## config.mk

```make
export PLATFORM = sky130hd
export DESIGN_NAME = wb_queue_stage
export DESIGN_NICKNAME = d
export VERILOG_FILES = /design/src/rtl/wb_queue_stage.sv
export SDC_FILE = /design/constraint.sdc
export NUM_CORES = 1
export LEC_CHECK = 0
export ABC_CLOCK_PERIOD_IN_PS = 7400
export BUFFER_PORTS_ARGS = -buffer_cell sky130_fd_sc_hd__buf_2
export CELL_PAD_IN_SITES_DETAIL_PLACEMENT = 1
export CELL_PAD_IN_SITES_GLOBAL_PLACEMENT = 1
export CORE_UTILIZATION = 35
export CTS_CLUSTER_DIAMETER = 30
export DETAILED_ROUTE_END_ITERATION = 8
export GPL_ROUTABILITY_DRIVEN = 0
export PLACE_DENSITY_LB_ADDON = 0.1
export SETUP_SLACK_MARGIN = 0.02
export SLEW_MARGIN = 40
export SYNTH_ARGS = -nofsm -noshare
export SYNTH_HDL_FRONTEND = slang
export SYNTH_SLANG_ARGS = --single-unit
```

## constraint.sdc

```tcl
create_clock -name clk -period 7.4 [get_ports clk]
set_input_delay 0.74 -clock clk [delete_from_list [all_inputs] [get_ports clk]]
set_output_delay 0.74 -clock clk [all_outputs]
set_load 0.005 [all_outputs]
```

## src/rtl/wb_queue_stage.sv

```systemverilog
// In-order writeback queue between MEM and the register file / CP0.
// Retires at most one instruction per cycle, flushes on exception/ERET at the head, and forwards the youngest pending write.
module wb_queue_stage #(
  parameter int DATA_W = 32,
  parameter int DEST_W = 5,
  parameter int WE_W   = 4,
  parameter int DEPTH  = 4,
  parameter int CP0A_W = 8,
  parameter int EXC_W  = 5
) (
  input  logic                      clk,
  input  logic                      reset,
  input  logic                      ms_to_ws_valid,
  output logic                      ws_allowin,
  input  logic [31:0]               in_pc,
  input  logic [DATA_W-1:0]         in_result,
  input  logic [WE_W-1:0]           in_rf_we,
  input  logic [DEST_W-1:0]         in_dest,
  input  logic                      in_ex,
  input  logic [EXC_W-1:0]          in_excode,
  input  logic                      in_bd,
  input  logic                      in_eret,
  input  logic                      in_mtc0,
  input  logic                      in_mfc0,
  input  logic [CP0A_W-1:0]         in_cp0_addr,
  input  logic                      rf_hold,
  output logic [WE_W-1:0]           rf_we,
  output logic [DEST_W-1:0]         rf_waddr,
  output logic [DATA_W-1:0]         rf_wdata,
  output logic [CP0A_W-1:0]         cp0_raddr,
  input  logic [DATA_W-1:0]         cp0_rdata,
  output logic                      cp0_mtc0_we,
  output logic [DATA_W-1:0]         cp0_wdata,
  output logic                      ws_ex,
  output logic [EXC_W-1:0]          ws_excode,
  output logic                      ws_bd,
  output logic                      ws_eret,
  output logic [31:0]               ws_pc,
  input  logic [DEST_W-1:0]         fwd_raddr,
  output logic                      fwd_hit,
  output logic                      fwd_busy,
  output logic [DATA_W-1:0]         fwd_data,
  output logic [WE_W-1:0]           fwd_we,
  output logic [$clog2(DEPTH):0]    ws_count,
  output logic [31:0]               debug_wb_pc,
  output logic [3:0]                debug_wb_rf_wen,
  output logic [4:0]                debug_wb_rf_wnum,
  output logic [31:0]               debug_wb_rf_wdata
);

  localparam int IW = $clog2(DEPTH);
  localparam int PW = IW + 1;

  typedef struct packed {
    logic [31:0]       pc;
    logic [DATA_W-1:0] result;
    logic [WE_W-1:0]   we;
    logic [DEST_W-1:0] dest;
    logic              ex;
    logic [EXC_W-1:0]  excode;
    logic              bd;
    logic              eret;
    logic              mtc0;
    logic              mfc0;
    logic [CP0A_W-1:0] cp0_addr;
  } entry_t;

  entry_t        mem [DEPTH];
  entry_t        head_e;
  logic [PW-1:0] head_ptr, tail_ptr;
  logic          full, head_v, retire, take_ex, take_eret, flush, wr_ok, enq;
  logic [IW-1:0] fwd_idx;

  // Handshake: an instruction moves from MEM into the queue on any clk edge where
  // ms_to_ws_valid && ws_allowin; ws_allowin depends only on registered occupancy.
  assign full       = (head_ptr[IW-1:0] == tail_ptr[IW-1:0]) && (head_ptr[IW] != tail_ptr[IW]);
  assign ws_allowin = !full;
  assign ws_count   = tail_ptr - head_ptr;
  assign head_v     = (head_ptr != tail_ptr);
  assign head_e     = mem[head_ptr[IW-1:0]];
  assign retire     = head_v && !rf_hold;
  assign take_ex    = retire && head_e.ex;
  assign take_eret  = retire && !head_e.ex && head_e.eret;
  assign flush      = take_ex || take_eret;
  assign wr_ok      = retire && !flush;
  assign enq        = ms_to_ws_valid && ws_allowin && !flush;

  always_ff @(posedge clk or posedge reset) begin
    if (reset) begin
      head_ptr <= '0;
      tail_ptr <= '0;
    end else if (flush) begin
      // Flush drops every queued entry and any same-cycle enqueue.
      head_ptr <= tail_ptr;
    end else begin
      if (retire) head_ptr <= head_ptr + PW'(1);
      if (enq)    tail_ptr <= tail_ptr + PW'(1);
    end
  end

  always_ff @(posedge clk) begin
    if (enq) begin
      mem[tail_ptr[IW-1:0]] <= '{pc: in_pc, result: in_result, we: in_rf_we, dest: in_dest,
                                 ex: in_ex, excode: in_excode, bd: in_bd, eret: in_eret,
                                 mtc0: in_mtc0, mfc0: in_mfc0, cp0_addr: in_cp0_addr};
    end
  end

  assign rf_we       = wr_ok ? head_e.we : '0;
  assign rf_waddr    = wr_ok ? head_e.dest : '0;
  assign rf_wdata    = wr_ok ? (head_e.mfc0 ? cp0_rdata : head_e.result) : '0;
  assign cp0_raddr   = head_v ? head_e.cp0_addr : '0;
  assign cp0_wdata   = head_v ? head_e.result : '0;
  assign cp0_mtc0_we = retire && head_e.mtc0 && !head_e.ex;
  assign ws_ex       = take_ex;
  assign ws_excode   = take_ex ? head_e.excode : '0;
  assign ws_bd       = take_ex && head_e.bd;
  assign ws_eret     = take_eret;
  assign ws_pc       = head_v ? head_e.pc : '0;

  assign debug_wb_pc       = retire ? head_e.pc : '0;
  assign debug_wb_rf_wen   = 4'(rf_we);
  assign debug_wb_rf_wnum  = 5'(rf_waddr);
  assign debug_wb_rf_wdata = 32'(rf_wdata);

  // Scan oldest to youngest so the last matching entry (closest to tail) wins.
  always_comb begin
    fwd_hit  = 1'b0;
    fwd_busy = 1'b0;
    fwd_data = '0;
    fwd_we   = '0;
    fwd_idx  = '0;
    for (int k = 0; k < DEPTH; k++) begin
      fwd_idx = head_ptr[IW-1:0] + IW'(k);
      if ((PW'(k) < ws_count) && (mem[fwd_idx].we != '0) && !mem[fwd_idx].ex &&
          (mem[fwd_idx].dest == fwd_raddr) && (fwd_raddr != '0)) begin
        fwd_hit  = 1'b1;
        fwd_we   = mem[fwd_idx].we;
        fwd_busy = mem[fwd_idx].mfc0 && (k != 0);
        fwd_data = (k == 0 && mem[fwd_idx].mfc0) ? cp0_rdata : mem[fwd_idx].result;
      end
    end
  end

endmodule

```

==> flow_metrics.tcl <==
set metrics [dict create \
    routed_wl_mm 59.4 \
    cts_buffers 88 \
    synth.distinct_cells 53 \
    fin_nets 1848 \
    fin_crit_sh 0.839 \
    cts.repair.resized 0 \
    start_util 0.357 \
    clock.fmax_mhz 161 \
    area_growth_pct 25.8 \
    syn_inst 1372 \
    grt_pass1_vias 14000 \
    crit_family "buffers and inverters" \
    hold_viol_final 0 \
    power_mw 12.1 \
    synth.net_count 1512 \
    p_leak_nw 9.18 \
    syn_area_per_cell_sq_um 14.5 \
    worstSkewPairLatency_ns 0.60 \
    synth_top_area_cell "edfxtp_1" \
    cp-end-kind "primary output" \
    fin_setup_tns_ns 0 \
    fillers 5730 \
    path_max_fanout 39 \
    status "finished clean" \
    required_ns 6.66 \
    maxSlewHeadroom 0.428 \
    overflow 0 \
    synth_top_area_share 0.550 \
    post-route-min-period_ns 6.21 \
    tightest_slew_ns 0.855 \
    antenna_found_initial 14 \
    cts_buffer_depth 3 \
    cts_setup_buffers 0 \
    drive_gt1_frac 0.422 \
    crit_buf_inv 4 \
    die_area_sq_um 57700 \
    ys.warnings.count 0 \
    num_rows 86 \
    ir_drop_mv 0.200 \
    ys.flop_type "edfxtp_1" \
    yosysSeqAreaShare 0.558 \
    path_class "reg2out" \
    cts_hold_buf 0 \
    timing.final.setup_violations 0 \
    crit_chain "buf_12 -> ha_4 -> buf_4 -> mux4_2 -> xor2_1 -> nor2_1 -> and3_1 -> buf_4 -> nand2_1 -> a31oi_1 -> buf_2" \
    viasPerCell 5.31 \
    hpwlAfterDp_mm 40.0 \
    final-max-slew-violation-count 0 \
    clk_pin_slew_ns 0.04 \
    hp-class "in2async" \
    synth_area_leaders "edfxtp_1, mux4_2, mux2i_1" \
    cp-start-kind "flop" \
    drt_first_iter_violations 596 \
    wl_per_cell_microns 23.4 \
    grt_first_pass_wirelength_mm 87.6 \
    grt_max_degree 70 \
    cp_slowest_cell "ha_4" \
    fin_skew_ns 0.0202 \
    cpMostUsedCell "buf_4" \
    synth_edf_count 364 \
    cts-htree-levels 3 \
    vias 13500 \
    netlist_area_sq_um 19900 \
    grt_use_total 0.206 \
    die_h_microns 240 \
    antenna_left 0 \
    synthArstFlopShare 0.0162 \
    core-area_sq_um 55600 \
    port_buffers 368 \
    ys_ff_latch 370 \
    clockRootBuffer "clkbuf_16" \
    die-width_microns 240 \
    io-pin-count 369 \
    cts_sinks 370 \
    tritoncts "built" \
    maxCapViolCount 0 \
    arrival_ns 5.47 \
    slowest_delay_ns 0.71 \
    drc 0 \
    drtPass1Iterations 5 \
    rsz0062_at_grt "false" \
    p_per_area_nw_per_um2 485 \
]
==> metal layers <==
layer  share of wire  GRT usage  vias up  wire (microns)
li1                -          -     6047               -
met1            0.41      0.250     6951           24300
met2            0.51      0.355      373           30200
met3           0.062     0.0512       86            3670
met4           0.019     0.0689       16            1160
met5          0.0017          0        -             100
==> cells in the final DEF, fill, tap and decap left out, types with 4 or more instances in the layout <==
cell type,n
and2_1,38
xor2_1,8
o31a_1,7
ha_1,6
nand4_1,11
nand3_1,61
clkinv_2,21
buf_12,8
nor2_1,49
diode_2,4
clkinvlp_4,17
and3_1,17
a21oi_1,20
nand3b_1,4
clkinv_1,13
nor4_1,5
o211ai_1,6
xnor2_1,17
mux2i_1,71
a31oi_1,29
bufinv_16,4
buf_4,17
mux4_2,154
and2_4,4
o21ai_0,78
nor2b_1,65
nand2_1,110
a211oi_1,16
clkbuf_16,90
clkinv_4,6
clkbuf_1,9
buf_2,368
mux2_2,34
inv_1,10
edfxtp_1,364
dfrtp_1,4
==> final timing paths <==
kind	start	end	slack [ns]	cells past startpoint
worst min register to register	tail_ptr[2]	tail_ptr[2]	0.61	1
min in group clk	in_pc[20]	mem[2][79]	0.35	1
worst max register to register	head_ptr[0]	mem[2][64]	2.54	7
worst max-delay path	head_ptr[0]	fwd_data[29]	1.19	11
worst min-delay path	reset	tail_ptr[1]	0.07	2
max in group asynchronous	reset	head_ptr[1]	7.08	2
==> logic make-up after synthesis <==
family          synth area share
simple gates              0.0990
flops                      0.558
mux                        0.230
buf+inv                   0.0472
compound gates            0.0487
xor+xnor                  0.0122
fa+ha+maj                0.00542
==> registers in the layout (all words and copies together) (netlist names) <==
| name | count |
|---|---|
| mem | 364 |
| head_ptr | 3 |
| tail_ptr | 3 |
==> Yosys cell counts (2+ instances only) <==
| cell | instances |
|---|---|
| and2_1 | 42 |
| o31a_1 | 7 |
| buf_4 | 46 |
| o211ai_1 | 6 |
| nand3b_1 | 4 |
| buf_2 | 30 |
| xnor2_1 | 17 |
| a211oi_1 | 16 |
| nand3_1 | 61 |
| buf_12 | 3 |
| nand4_1 | 11 |
| and3b_1 | 2 |
| inv_1 | 10 |
| xor2_1 | 8 |
| edfxtp_1 | 364 |
| nor3_2 | 3 |
| mux4_2 | 154 |
| buf_6 | 7 |
| nor4_1 | 5 |
| clkbuf_1 | 59 |
| dfrtp_1 | 6 |
| or4_1 | 2 |
| a31oi_1 | 29 |
| nand2_1 | 110 |
| nor2b_1 | 65 |
| mux2_2 | 34 |
| mux2i_1 | 71 |
| ha_1 | 7 |
| and3_1 | 17 |
| a21oi_1 | 20 |
| o21ai_0 | 78 |
| nor2_1 | 51 |
| buf_1 | 7 |
==> where the power goes <==
part           leakage [nW]  total [mW]  internal (mW)  switching, mW
clock network          1.35        3.58           2.36           1.22
logic                  4.46        5.55           2.48           3.07
registers              3.38        2.99           2.78          0.212
==> per-stage QoR <==
step / cells / instance area [sq um] / util / hold WS (ns) / setup WS (ns)
finish: 2536 / 25000 / 0.449 / 0.0679 / 1.19
global route: 2533 / 25000 / 0.449 / 0.0630 / 0.885
CTS: 2530 / 24900 / 0.448 / 0.0391 / 1.03
detailed placement: 2364 / 22100 / 0.398 / 0.576 / 1.67
global placement: 2358 / 22000 / 0.396 / 0.588 / 1.64
floorplan: 1372 / 19900 / - / 0.517 / 2.36
==> final cells by class <==
cell class              instances  area (sq um)  share of cell area
diodes                          4          10.0            0.000400
clock buffers                  99          2290              0.0915
inverters                      11          41.3             0.00165
repair buffers                399          2210              0.0884
clock inverters                67           537              0.0215
multi-input cells             838          7890               0.316
well taps                     748           936              0.0374
flip-flops and latches        370         11100               0.444
==> worst register-to-register path, delay by kind of cell (launching register included) <==
kind            cells  cell delay, ns
simple gates        2            1.11
flops               1            0.66
mux                 1            0.81
buf+inv             3            1.17
compound gates      1            0.68
(Power assumes the default switching activity.)
